## config.mk

```make
export PLATFORM = sky130hd
export DESIGN_NAME = sap_sequencer
export DESIGN_NICKNAME = d
export VERILOG_FILES = /design/src/rtl/sap_pkg.sv /design/src/rtl/step_sync_edge.sv /design/src/rtl/sap_sequencer.sv
export SDC_FILE = /design/constraint.sdc
export NUM_CORES = 1
export LEC_CHECK = 0
export BUFFER_PORTS_ARGS = -buffer_cell sky130_fd_sc_hd__buf_2
export CORE_UTILIZATION = 51
export DETAILED_ROUTE_END_ITERATION = 10
export MAX_ROUTING_LAYER = met4
export PLACE_DENSITY = 0.79
export SYNTH_ARGS = -nofsm -noshare
export SYNTH_HDL_FRONTEND = slang
export SYNTH_SLANG_ARGS = --single-unit
```

## constraint.sdc

```tcl
create_clock -name CLK -period 4.1 [get_ports CLK]
set_clock_uncertainty 0.05 [all_clocks]
set_input_delay 0.205 -clock CLK [delete_from_list [all_inputs] [get_ports CLK]]
set_output_delay 0.205 -clock CLK [all_outputs]
set_load 0.01 [all_outputs]
```

## src/rtl/sap_pkg.sv

```systemverilog
// Shared SAP-1 sequencer definitions: opcodes, one-hot T-states, control word
// and the microcode decode table.
package sap_pkg;

    localparam logic [3:0] OP_LDA = 4'b0000;
    localparam logic [3:0] OP_ADD = 4'b0001;
    localparam logic [3:0] OP_SUB = 4'b0010;
    localparam logic [3:0] OP_OUT = 4'b1110;
    localparam logic [3:0] OP_HLT = 4'b1111;

    localparam logic [5:0] T1 = 6'b000001;
    localparam logic [5:0] T2 = 6'b000010;
    localparam logic [5:0] T3 = 6'b000100;
    localparam logic [5:0] T4 = 6'b001000;
    localparam logic [5:0] T5 = 6'b010000;
    localparam logic [5:0] T6 = 6'b100000;

    typedef struct packed {
        logic pc_oe;
        logic pc_inc;
        logic mar_we;
        logic ram_oe;
        logic ir_we;
        logic ir_oe;
        logic acc_we;
        logic acc_oe;
        logic breg_we;
        logic alu_sub;
        logic alu_oe;
        logic out_we;
    } ctrl_t;

    // Ungated microcode; the opcode only matters once the fetch is complete.
    function automatic ctrl_t decode(input logic [5:0] t, input logic [3:0] op);
        ctrl_t c;
        c = '0;
        case (t)
            T1: begin
                c.pc_oe  = 1'b1;
                c.mar_we = 1'b1;
            end
            T2: c.pc_inc = 1'b1;
            T3: begin
                c.ram_oe = 1'b1;
                c.ir_we  = 1'b1;
            end
            T4: begin
                case (op)
                    OP_LDA, OP_ADD, OP_SUB: begin
                        c.ir_oe  = 1'b1;
                        c.mar_we = 1'b1;
                    end
                    OP_OUT: begin
                        c.acc_oe = 1'b1;
                        c.out_we = 1'b1;
                    end
                    default: ;
                endcase
            end
            T5: begin
                case (op)
                    OP_LDA: begin
                        c.ram_oe = 1'b1;
                        c.acc_we = 1'b1;
                    end
                    OP_ADD, OP_SUB: begin
                        c.ram_oe  = 1'b1;
                        c.breg_we = 1'b1;
                    end
                    default: ;
                endcase
            end
            T6: begin
                if (op == OP_ADD || op == OP_SUB) begin
                    c.alu_oe = 1'b1;
                    c.acc_we = 1'b1;
                    c.alu_sub = (op == OP_SUB);
                end
            end
            default: ;
        endcase
        return c;
    endfunction

endpackage

```

## src/rtl/step_sync_edge.sv

```systemverilog
// Synchronises the step button level into the clock domain and emits a
// single-cycle pulse on each rising edge of the synchronised level.
module step_sync_edge #(
    parameter int SYNC_STAGES = 2
) (
    input  logic clk,
    input  logic rst,
    input  logic step_in,
    output logic step_pulse
);

    logic [SYNC_STAGES-1:0] sync_q, sync_d;
    logic                   prev_q, prev_d;

    always_comb begin
        sync_d = {sync_q[SYNC_STAGES-2:0], step_in};
        prev_d = sync_q[SYNC_STAGES-1];
    end

    always_ff @(posedge clk or posedge rst) begin
        if (rst) begin
            sync_q <= '0;
            prev_q <= 1'b0;
        end else begin
            sync_q <= sync_d;
            prev_q <= prev_d;
        end
    end

    assign step_pulse = sync_q[SYNC_STAGES-1] & ~prev_q;

endmodule

```

## src/rtl/sap_sequencer.sv

```systemverilog
// SAP-1 controller: one-hot T-state ring, microcode decode, sticky halt and
// retired-instruction counter, advancing on free-run or single-step.
module sap_sequencer
    import sap_pkg::*;
#(
    parameter int COUNT_W     = 8,
    parameter int SYNC_STAGES = 2
) (
    input  logic               CLK,
    input  logic               RESET,
    input  logic               run,
    input  logic               step_in,
    input  logic [3:0]         opcode,
    output logic [5:0]         t_state,
    output logic               pc_oe,
    output logic               pc_inc,
    output logic               mar_we,
    output logic               ram_oe,
    output logic               ir_we,
    output logic               ir_oe,
    output logic               acc_we,
    output logic               acc_oe,
    output logic               breg_we,
    output logic               alu_sub,
    output logic               alu_oe,
    output logic               out_we,
    output logic               halted,
    output logic [COUNT_W-1:0] instr_count
);

    logic [5:0]         t_state_q, t_state_d;
    logic               halted_q, halted_d;
    logic [COUNT_W-1:0] count_q, count_d;
    logic               step_pulse;
    logic               adv;
    logic               wr_en;
    ctrl_t              dec;

    step_sync_edge #(.SYNC_STAGES(SYNC_STAGES)) u_step (
        .clk        (CLK),
        .rst        (RESET),
        .step_in    (step_in),
        .step_pulse (step_pulse)
    );

    always_comb begin
        dec       = decode(t_state_q, opcode);
        adv       = ~halted_q & (run | step_pulse);
        t_state_d = t_state_q;
        halted_d  = halted_q;
        count_d   = count_q;
        if (adv) begin
            // HLT parks in T4 rather than completing the instruction.
            if (t_state_q == T4 && opcode == OP_HLT) begin
                halted_d = 1'b1;
            end else begin
                t_state_d = {t_state_q[4:0], t_state_q[5]};
                if (t_state_q == T6) begin
                    count_d = count_q + COUNT_W'(1);
                end
            end
        end
    end

    always_ff @(posedge CLK or posedge RESET) begin
        if (RESET) begin
            t_state_q <= T1;
            halted_q  <= 1'b0;
            count_q   <= '0;
        end else begin
            t_state_q <= t_state_d;
            halted_q  <= halted_d;
            count_q   <= count_d;
        end
    end

    // Reset forces every control line low, independent of the clock.
    assign wr_en = adv & ~RESET;

    assign pc_oe   = dec.pc_oe   & ~RESET;
    assign ram_oe  = dec.ram_oe  & ~RESET;
    assign ir_oe   = dec.ir_oe   & ~RESET;
    assign acc_oe  = dec.acc_oe  & ~RESET;
    assign alu_oe  = dec.alu_oe  & ~RESET;
    assign alu_sub = dec.alu_sub & ~RESET;

    assign pc_inc  = dec.pc_inc  & wr_en;
    assign mar_we  = dec.mar_we  & wr_en;
    assign ir_we   = dec.ir_we   & wr_en;
    assign acc_we  = dec.acc_we  & wr_en;
    assign breg_we = dec.breg_we & wr_en;
    assign out_we  = dec.out_we  & wr_en;

    assign t_state     = t_state_q;
    assign halted      = halted_q;
    assign instr_count = count_q;

endmodule

```

Yosys cells after proc, flatten, opt, wreduce, memory -nomap -nowiden
Cells that the tools add are included.
{"block": "word_totals", "elab_cells": 60, "reg_bits": 18, "out_inout_bits": 27}
{"block": "op_classes", "eq_ne": 10, "muxes": 16, "addsub": 1, "reduce_logical": 8, "bitwise": 20}
{"operator": "1-bit AND", "n": 15}
{"operator": "1-bit two-way mux", "n": 11}
{"operator": "8-bit by 1-bit adder with 8-bit output, second input constant", "n": 1}
{"operator": "4-bit equality test, second input constant", "n": 2}
{"operator": "6-bit by 1-bit equality test with 1-bit output, second input constant", "n": 1}
{"operator": "6-bit by 2-bit equality test with 1-bit output, second input constant", "n": 1}
{"operator": "6-bit by 3-bit equality test with 1-bit output, second input constant", "n": 1}
{"operator": "6-bit by 4-bit equality test with 1-bit output, second input constant", "n": 1}
{"operator": "6-bit by 5-bit equality test with 1-bit output, second input constant", "n": 1}
{"operator": "6-bit equality test, second input constant", "n": 1}
{"operator": "1-bit one-hot mux with 2 select lines", "n": 3}
{"operator": "4-bit by 1-bit equality test with 1-bit output, second input constant", "n": 1}
{"operator": "4-bit by 2-bit equality test with 1-bit output, second input constant", "n": 1}
{"operator": "4-bit zero test", "n": 1}
{"operator": "2-bit two-way mux", "n": 2}
{"operator": "1-bit inverter", "n": 4}
{"operator": "2-bit AND reduction", "n": 2}
{"operator": "3-bit AND reduction", "n": 1}
{"operator": "3-bit OR reduction", "n": 1}
{"operator": "2-bit OR reduction", "n": 1}
{"operator": "1-bit logical AND", "n": 1}
{"operator": "1-bit logical OR", "n": 1}
{"operator": "1-bit OR", "n": 1}

Longest topological paths before layout
Gate-level depths: netlist (run 1).
{"block": "depth", "ltp_word": 6, "mapped_depth": 4, "ltp_nobuf": 4}

Hierarchy
Synthesis (run 1) repeated with hierarchy kept, for this count alone.
{"block": "unflattened", "hier_cells": 90, "hier_area_um2": 948.4}
{"module": "sap_sequencer", "seq_area_each_um2": 376.6, "area_each_um2": 855.8, "instances": 1, "cells_each": 85}
{"module": "step_sync_edge", "seq_area_each_um2": 75.1, "area_each_um2": 92.6, "instances": 1, "cells_each": 5}

Worst setup path before layout (run 1)
No wires, ideal clock.
{"block": "synth_timing", "kind": "register to output", "from": "reg t_state_q[1] (netlist: t_state[1])", "to": "out out_we", "path_stages_with_launch": 5, "arrival_time_ps": 1815, "required_ps": 3845, "path_slack_ps": 2030, "path_buffers": 0, "path_cell_list": "dfrtp_1 or4_1 nor3b_1 nand3_1 nor4_1"}
{"block": "synth_between", "elab_chain_len": 3}
{"item": "start: declaration", "line": "sap_sequencer.sv:31", "source": "logic [5:0] t_state_q, t_state_d;"}
{"item": "start signal: assignment", "line": "sap_sequencer.sv:71", "source": "t_state_q <= t_state_d;"}
{"item": "6-bit by 4-bit equality test with 1-bit output", "line": "sap_pkg.sv:37", "source": "case (t)"}
{"item": "1-bit two-way mux", "line": "sap_pkg.sv:37"}
{"item": "1-bit AND", "line": "sap_sequencer.sv:92", "source": "assign out_we = dec.out_we & wr_en;"}
{"item": "end: declaration", "line": "sap_sequencer.sv:26", "source": "output logic out_we,"}
No other way between the ends.

Worst setup path in the final report (run 1)
Same ends and word-level chain as after synthesis.

==> results of run 1 <==
## worst max-delay path by stage
stage | startpoint | endpoint | slack [ns]
floorplan | t_state[1] | out_we | 2.03
global placement | t_state[1] | breg_we | 2.05
detailed placement | t_state[1] | out_we | 2.03
CTS | t_state[1] | out_we | 1.68
global route | t_state[4] | out_we | 1.56
finish | t_state[1] | out_we | 1.67
## routing by layer
layer | vias to the layer above | routed length, µm
li1 | 406 | -
met1 | 379 | 942
met2 | 41 | 887
met3 | 4 | 139
met4 | 0 | 23
met5 | - | 0
## final cells by class
type,instances,area (µm²)
clock buffers,4,26.3
fillers,149,547
inverters,3,11.3
multi-input cells,69,479
flip-flops and latches,18,452
well taps,25,31.3
repair buffers,35,180
## metrics by stage
stage	total power (µW)	utilization	setup WS [ns]
2_1_floorplan	190	-	2.03
3_3_place_gp	197	0.662	2.05
3_5_place_dp	197	0.662	2.03
4_1_cts	288	0.683	1.68
5_1_grt	298	0.683	1.56
6_report	284	0.683	1.67
## logic make-up (layout without fill, tap and decap cells)
| family | count (synthesis) | after routing | synth area share |
|---|---|---|---|
| xor+xnor | 8 | 8 | 0.0741 |
| compound gates | 6 | 6 | 0.0357 |
| simple gates | 47 | 47 | 0.300 |
| fa+ha+maj | 1 | 1 | 0.0132 |
| buf+inv | 4 | 42 | 0.0159 |
| flops | 18 | 18 | 0.478 |
| mux | 7 | 7 | 0.0833 |
## synthesized netlist by cell type (all sizes together) (3+ instances only)
master	count
a21oi	3
inv	3
nand3	4
mux2	7
nor4	5
nand2b	3
nor3	7
dfrtp	17
or4	3
xor2	7
nor2	8
nand2	7
## report_power, final
part,internal (µW),switching [µW]
Sequential,179,0.413
Combinational,4.72,10.1
Clock,37.8,52.5
## flip-flops by register name (all words and copies together) (netlist names)
name           cells
t_state            6
instr_count        8
halted             1
u_step.sync_q      2
u_step.prev_q      1
==> impl_metrics.csv, run 1 <==
group,metric,value,unit
grt,grt_pass1_vias,712,
sta,hold_viol_final,0,
cts,htreeDepth,1,
grt,use_met2,0.339,
route,finalWirelength,1990,µm
route,routedWlPerCell,12.9,µm
yosys,synth_flop_cell,"dfrtp_1",
sta,slew_headroom,0.545,
yosys,syn_nets,100,
yosys,synth-warning-count,0,
yosys,yosysUniqueCellTypes,28,
job,maxCapViolCount,0,
floorplanning,die-area,0.00203,mm²
floorplanning,core,0.00173,mm²
route,firstDrtPassIters,5,
cts,numClockSinks,18,
worst_setup_path,required,3.85,ns
floorplanning,placementRows,15,
worst_setup_path,r2r-end,"t_state[2]",
yosys,synthTopCellsByArea,"dfrtp_1, mux2_2, xor2_1",
cts,clkTransAtPathRegs,0.10,ns
worst_setup_path,crit_arrival,2.17,ns
hold_path,hp-class,"primary input to async pin",
status,status,"complete, no violations",
layout,nNetsFinal,139,
worst_setup_path,cp_num_buf_inv,1,
worst_setup_path,r2r-start,"t_state[1]",
route,postRouteAntennaNets,0,
floorplanning,initial_core_util,0.548,
layout,fin_area,0.00118,mm²
sta,slew_viol_final,0,
yosys,ys_async_sr_fraction,1.00,
yosys,ys_seq_elements,18,
floorplanning,die_h,45.1,µm
sta,rsz0062_at_grt,"false",
worst_setup_path,max_stage_delay,0.61,ns
yosys,synth.avg_cell_area,10.4,µm²
grt,top_usage_layer,"met2",
floorplanning,ios,35,
layout,syn_to_final_growth,24.7,%
sta,fin_crit_sh,0.591,
power,leakagePower,0.000621,µW
yosys,synth_edf_count,0,
route,drc,0,
worst_setup_path,path_depth,5,
worst_setup_path,crit_slowest_cell,"or4_1",
cts,clk_latency,0.29,ns
cts,numCtsBuffers,3,
worst_setup_path,worst-r2r-cell-count,4,
floorplanning,chipWidth,45.1,µm
layout,diodes,0,
grt,grt_usage,0.223,
route,num_vias,830,
layout,fin_cells,154,
sta,setup-tns-final,0,ns
place,postPlaceCellArea,0.00114,mm²
grt,antenna_found_initial,0,
sta,tightest_slew,0.682,ns
sta,fin_crit,2.43,ns
place,place.gp.congestion,0.862,
sta,hold_ws,0.0147,ns
sta,setup_viol,0,
grt,grt_pass1_wl,3140,µm
place,numPortBuffers,34,
cts,post-cts-setup-buffers,0,
sta,max_freq,412,MHz
worst_setup_path,crit_fanout,8,
power,ir_drop,0.162,mV
place,dp.cells,149,
route,via_per_inst,5.39,
worst_setup_path,cp-start-kind,"register",
cts,root_buffer,"clkbuf_4",
cts,cts_tree,"done",
yosys,netlist_instances,91,
layout,final_layout_size_suffix_gt1_frac,0.388,
yosys,yosys.area.top_type_share,0.450,
worst_setup_path,rrSetupSlack,2.01,ns
worst_setup_path,cp_cell_sequence,"or4_1 > nor3b_1 > nand3_1 > nor4_1 > buf_2",
worst_setup_path,worstSetupPathType,"register to output port",
worst_setup_path,endpoint_kind,"output port",
yosys,syn-cell-area,946,µm²
route,dr.first_iter.drc_count,33,
grt,gr-total-overflow,0,
cts,clock_path_buffers,2,
place,hpwl,1490,µm
yosys,yosysSeqAreaShare,0.478,
yosys,synth_top_area_cell,"dfrtp_1",
grt,groute.layer.met1.usage,0.309,
grt,use_met3,0.0360,
grt,grt_start_max_net_pins,20,
layout,final_cell_mix,"buf_2, dfrtp_1, nor2_1",
power,powerDensity,241,mW/mm²
cts,ctsHoldBuffers,1,
worst_setup_path,cp_top_family,"simple AND/OR/NAND/NOR gates",
cts,cts_resized,0,
layout,final_common_cell,"buf_2",
Note: power is estimated with default switching activity, not from simulation.
==> inputs of run 2 (changes only) <==
--- a/config.mk
+++ b/config.mk
@@ -5,11 +5,12 @@
 export SDC_FILE = /design/constraint.sdc
 export NUM_CORES = 1
 export LEC_CHECK = 0
+export ABC_AREA = 1
 export BUFFER_PORTS_ARGS = -buffer_cell sky130_fd_sc_hd__buf_2
-export CORE_UTILIZATION = 51
+export CORE_UTILIZATION = 50
 export DETAILED_ROUTE_END_ITERATION = 10
 export MAX_ROUTING_LAYER = met4
-export PLACE_DENSITY = 0.79
+export PLACE_DENSITY = 0.75
 export SYNTH_ARGS = -nofsm -noshare
 export SYNTH_HDL_FRONTEND = slang
 export SYNTH_SLANG_ARGS = --single-unit
==> constraint.sdc (replaced) <==
create_clock -name CLK -period 2.49 [get_ports CLK]
set_clock_uncertainty 0.05 [all_clocks]
set_input_delay 0.1245 -clock CLK [delete_from_list [all_inputs] [get_ports CLK]]
set_output_delay 0.1245 -clock CLK [all_outputs]
set_load 0.01 [all_outputs]
==> run 2 against run 1 <==
Clock power up 90%. Sequential cell count did not move. Cell area up 21%. Global-route usage is 3.6 points higher. Power is 87% higher. Largest cell class unchanged. Largest power group unchanged.
==> impl_metrics.csv, run 2 <==
group,metric,value,unit
layout,largest_reg_flops,8,
layout,fin_cells,220,
yosys,yosysSeqAreaShare,0.391,
sta,tightest_slew,0.395,ns
worst_setup_path,path_common_cell,"buf_2",
grt,grt_pass1_vias,1033,
cts,numClockSinks,18,
route,via_per_inst,5.23,
yosys,synth_top_area_cell,"dfrtp_1",
cts,numCtsBuffers,3,
cts,clk_latency,0.28,ns
sta,hold_viol_final,0,
power,powerDensity,373,mW/mm²
route,routedWlPerCell,12.3,µm
sta,slew_headroom,0.736,
grt,grt_start_max_net_pins,12,
power,clock_power_share,0.324,
yosys,synth.avg_cell_area,7.66,µm²
cts,htreeDepth,1,
yosys,yosysUniqueCellTypes,25,
floorplanning,chipWidth,50.1,µm
worst_setup_path,worstSetupPathType,"primary input to output port",
cts,cts_tree,"done",
yosys,synth.most_common_cell,"nand2_1",
route,finalWirelength,2700,µm
worst_setup_path,endpoint_kind,"output port",
layout,final_common_cell,"nand2_1",
worst_setup_path,cp_top_family,"buffers and inverters",
yosys,ys_async_sr_fraction,1.00,
route,drc,0,
worst_setup_path,r2r-end,"t_state[5]",
floorplanning,ios,35,
cts,clkTransAtPathRegs,0.09,ns
sta,slew_viol_final,0,
sta,setup_viol,0,
grt,antenna_found_initial,0,
route,postRouteAntennaNets,0,
floorplanning,core,0.00219,mm²
grt,grt_usage,0.259,
power,ir_drop,0.212,mV
worst_setup_path,cp-start-kind,"primary input",
floorplanning,placementRows,17,
worst_setup_path,worst-r2r-cell-count,7,
yosys,synth_common_cells,"nand2_1, dfrtp_1, inv_1",
yosys,synth-warning-count,0,
hold_path,hold_start,"run",
worst_setup_path,crit_slowest_cell,"dlygate4sd3_1",
place,numPortBuffers,34,
place,dp.cells,214,
power,pwr-share-comb,0.097,
yosys,synth_flop_cell,"dfrtp_1",
worst_setup_path,r2r-start,"t_state[5]",
yosys,syn-cell-area,0.00116,mm²
power,pwr-share-seq,0.579,
worst_setup_path,cp_cell_sequence,"dlygate4sd3_1 > buf_2 > inv_1 > buf_4 > nand2_1 > a21oi_1 > buf_2",
sta,fin_crit_sh,0.801,
sta,fin_crit,1.99,ns
cts,post-cts-setup-buffers,0,
worst_setup_path,max_stage_delay,0.53,ns
layout,diodes,0,
route,dr.first_iter.drc_count,13,
cts,clock_path_buffers,2,
sta,rsz0062_at_grt,"false",
grt,grt_pass1_wl,4730,µm
floorplanning,initial_core_util,0.528,
floorplanning,die-area,0.00251,mm²
sta,setup-tns-final,0,ns
grt,gr-total-overflow,0,
hold_path,worstHoldPathCells,3,
yosys,synthTopCellsByArea,"dfrtp_1, nand2_1, inv_1",
worst_setup_path,crit_fanout,11,
place,place.gp.congestion,0.817,
hold_path,hp-class,"primary input to register",
layout,final_layout_size_suffix_gt1_frac,0.313,
worst_setup_path,cp_num_buf_inv,5,
yosys,ys_seq_elements,18,
job,maxCapViolCount,0,
yosys,synth_edf_count,0,
sta,max_freq,502,MHz
place,hpwl,2130,µm
yosys,syn_nets,160,
power,p_int,407,µW
power,switchingPower,124,µW
layout,final_cell_mix,"nand2_1, buf_2, dfrtp_1",
layout,syn_to_final_growth,23.3,%
floorplanning,die_h,50.1,µm
route,firstDrtPassIters,4,
hold_path,hold_end,"halted",
yosys,yosys.area.top_type_share,0.368,
power,total_power,531,µW
yosys,netlist_instances,151,
power,sw_frac_of_total,0.234,
cts,root_buffer,"clkbuf_4",
worst_setup_path,crit_arrival,1.82,ns
route,num_vias,1150,
layout,nNetsFinal,202,
status,status,"complete, no violations",
worst_setup_path,rrSetupSlack,1.08,ns
worst_setup_path,required,2.32,ns
power,leakagePower,0.000782,µW
[run 2: area by class of cell]
cell class / count / area, µm²
clock buffer: 4 / 36.3
fill: 192 / 766
inverter: 19 / 71.3
multi-input combinational: 114 / 633
sequential: 18 / 452
tap: 28 / 35.0
timing repair buffer: 37 / 198
[run 2: worst register-to-register path: stages, from the launching register on]
cell	delay (ns)
dfrtp_1	0.47
inv_2	0.09
nand2_2	0.08
nor2_4	0.17
nand3_4	0.17
nand2_4	0.16
nand2_1	0.06
o21ai_1	0.09
[run 2: power groups by stage]
stage	clock network (µW)	registers, µW	logic (µW)
floorplan	0	314	29.0
global placement	0	313	48.0
detailed placement	0	313	49.7
CTS	176	307	52.1
global route	184	309	58.3
finish	172	308	51.6
[run 2: per-layer routing]
metal	GRT usage	vias up	part of all wire
li1	-	579	-
met1	0.335	536	0.45
met2	0.418	33	0.49
met3	0.0309	2	0.044
met4	0.0857	0	0.0063
met5	-	-	0
[run 2: what timing repair did]
action                                 4_1_cts  5_1_grt
hold buffers                                 2        0
gates resized for setup                      0        0
endpoints found under the hold margin       10        0
[run 2: logic make-up (layout without fill, tap and decap cells)]
logic type               count (synthesis)  after routing  share of synthesized area
adder cells (fa/ha/maj)                  1              1                     0.0108
XOR/XNOR                                 1              1                    0.00758
AO/OA/AOI/OAI                           12             12                     0.0519
flip-flops                              18             18                      0.391
buffers and inverters                   19             60                     0.0617
AND/OR/NAND/NOR                        100            100                      0.477
[run 2: worst max path at each step]
stage                     from      to  slack [ns]  depth (start not counted)
CTS                      RESET  pc_inc        0.49                          7
global placement    t_state[2]  acc_we        1.03                          6
floorplan           t_state[2]  acc_we        1.10                          5
detailed placement  t_state[2]  acc_we        0.99                          6
global route             RESET  pc_inc        0.31                          7
finish                   RESET  acc_we        0.50                          7
[run 2: metrics by stage]
stage	setup slack, ns	cell area [µm²]	hold slack, ns	utilization
after floorplan	1.10	1160	0.0292	-
after global placement	1.03	1370	0.103	0.625
after global routing	0.311	1430	0.255	0.650
after CTS	0.491	1430	0.191	0.650
after detailed placement	0.992	1370	0.111	0.625
final	0.496	1430	0.199	0.650
==> inputs of run 3 (changes only) <==
--- a/config.mk
+++ b/config.mk
@@ -7,10 +7,10 @@
 export LEC_CHECK = 0
 export ABC_AREA = 1
 export BUFFER_PORTS_ARGS = -buffer_cell sky130_fd_sc_hd__buf_2
-export CORE_UTILIZATION = 50
+export CORE_UTILIZATION = 45
 export DETAILED_ROUTE_END_ITERATION = 10
 export MAX_ROUTING_LAYER = met4
-export PLACE_DENSITY = 0.75
+export PLACE_DENSITY = 0.71
 export SYNTH_ARGS = -nofsm -noshare
 export SYNTH_HDL_FRONTEND = slang
 export SYNTH_SLANG_ARGS = --single-unit
==> constraint.sdc (replaced) <==
create_clock -name CLK -period 1.8 [get_ports CLK]
set_clock_uncertainty 0.05 [all_clocks]
set_input_delay 0.09 -clock CLK [delete_from_list [all_inputs] [get_ports CLK]]
set_output_delay 0.09 -clock CLK [all_outputs]
set_load 0.01 [all_outputs]
==> run 3 against run 2 <==
Non-clock buffer count rose by 1. Critical path depth fell by 1. Cell area rose by 2.0%. Register-to-register slack got worse by 0.74 ns. Highest routed layer unchanged. Combinational power rose by 44%. Sequential share of layout area fell by 0.54 points. Clock power rose by 41%. Wire length fell by 1.8%. Sequential cell count did not move. First-iteration DRC count rose by 62%. Global-route usage fell by 5.9 points. Power rose by 40%.
==> impl_metrics.csv, run 3 (same netlist as run 2, synthesis figures left out) <==
group,metric,value,unit
status,status,"complete, no violations",
floorplanning,initial_core_util,0.471,
power,powerDensity,512,mW/mm²
route,via_per_inst,5.05,
job,maxCapViolCount,0,
floorplanning,die-area,0.00278,mm²
sta,fin_crit,1.71,ns
sta,setup_viol,0,
cts,clk_latency,0.29,ns
sta,slew_headroom,0.771,
cts,clock_path_buffers,2,
sta,slew_viol_final,0,
worst_setup_path,cp_cell_sequence,"nor2_4 > nand2_4 > nor3_2 > nand2_1 > a21oi_1 > buf_2",
layout,fin_area,0.00145,mm²
cts,clkTransAtPathRegs,0.10,ns
floorplanning,die_h,52.7,µm
route,m1WireLength,1190,µm
place,hpwl,2040,µm
sta,fin_crit_sh,0.948,
sta,hold_viol_final,0,
floorplanning,core,0.00245,mm²
layout,final_cell_mix,"nand2_1, buf_2, dfrtp_1",
grt,grt_pass1_wl,4000,µm
cts,htreeDepth,1,
route,num_vias,1126,
power,ir_drop,0.468,mV
grt,grt_pass1_vias,976,
floorplanning,ios,35,
layout,final_layout_size_suffix_gt1_frac,0.332,
cts,numClockSinks,18,
cts,cts_tree,"done",
power,leakagePower,0.000789,µW
worst_setup_path,required,1.66,ns
route,dr.first_iter.drc_count,21,
worst_setup_path,crit_slowest_cell,"dfrtp_2",
route,routedWlPerCell,11.9,µm
layout,diodes,0,
place,place.gp.congestion,0.766,
grt,antenna_found_initial,0,
sta,max_freq,586,MHz
route,top_layer,"met4",
route,route.met3.wl,106,µm
layout,n_fill_cell,234,
place,numPortBuffers,34,
cts,root_buffer,"clkbuf_4",
hold_path,hp-class,"primary input to register",
floorplanning,placementRows,18,
floorplanning,chipWidth,52.7,µm
layout,syn_to_final_growth,25.8,%
layout,largest_reg_flops,8,
layout,nNetsFinal,203,
worst_setup_path,cp-start-kind,"register",
route,firstDrtPassIters,4,
sta,tightest_slew,0.342,ns
sta,setup-tns-final,0,ns
grt,gr-total-overflow,0,
grt,grt_usage,0.199,
worst_setup_path,crit_fanout,6,
worst_setup_path,worstSetupPathType,"register to output port",
worst_setup_path,endpoint_kind,"output port",
route,wl_met2,1330,µm
place,postPlaceCellArea,0.00137,mm²
route,drc,0,
route,finalWirelength,2650,µm
worst_setup_path,max_stage_delay,0.47,ns
sta,rsz0062_at_grt,"true",
grt,grt_start_max_net_pins,20,
worst_setup_path,crit_arrival,1.57,ns
cts,numCtsBuffers,3,
route,postRouteAntennaNets,0,
layout,final_common_cell,"nand2_1",
[run 3: layout make-up]
| type | count | area [µm²] | area share |
|---|---|---|---|
| clock buffers | 4 | 36.3 | 0.0250 |
| inverters | 19 | 71.3 | 0.0491 |
| multi-input cells | 114 | 647 | 0.445 |
| flip-flops and latches | 18 | 453 | 0.312 |
| well taps | 30 | 37.5 | 0.0258 |
| repair buffers | 38 | 209 | 0.144 |
[run 3: per-stage QoR]
step                cells  hold WS [ns]  setup WS, ns  total power (µW)  utilization
floorplan             151      -0.00529         0.442               475            -
global placement      216         0.146         0.402               500        0.559
global route          223         0.192       -0.0225               778        0.592
finish                223         0.159        0.0944               744        0.592
detailed placement    216         0.148         0.377               503        0.559
CTS                   222         0.146        0.0365               749        0.582
[run 3: repair_timing]
action / in CTS / in global routing
hold buffers: 2 / 0
setup buffers: 0 / 1
gates resized for setup: 0 / 5
setup endpoints to repair: 0 / 7
hold endpoints to repair: 18 / 0
[run 3: worst paths after layout]
path / from / end / slack (ns) / cells after the start
hold / removal: run / halted / 0.16 / 3
min in group asynchronous: RESET / u_step.prev_q / 0.35 / 4
setup / recovery: t_state[2] / ram_oe / 0.09 / 6
max in group asynchronous: RESET / t_state[0] / 1.10 / 4
setup reg to reg: t_state[2] / instr_count[5] / 0.34 / 7
hold reg to reg: u_step.sync_q[0] / u_step.sync_q[1] / 0.33 / 0
[run 3: critical path: cells and delay by family, from the launching register on]
kind,cells,cell delay (ns)
AOI/OAI and AO/OA,1,0.14
buffers and inverters,1,0.15
DFF,1,0.47
and+or+nand+nor,4,0.53
[run 3: routing by layer]
metal	track usage	vias to the layer above
met3	0.0203	4
met2	0.348	28
met4	0.0789	0
li1	-	578
met5	-	-
met1	0.234	516
[run 3: report_power, final]
group | internal [µW] | total, µW | switching [µW]
Clock | 123 | 243 | 120
Sequential | 414 | 427 | 12.2
Combinational | 26.7 | 74.1 | 47.4
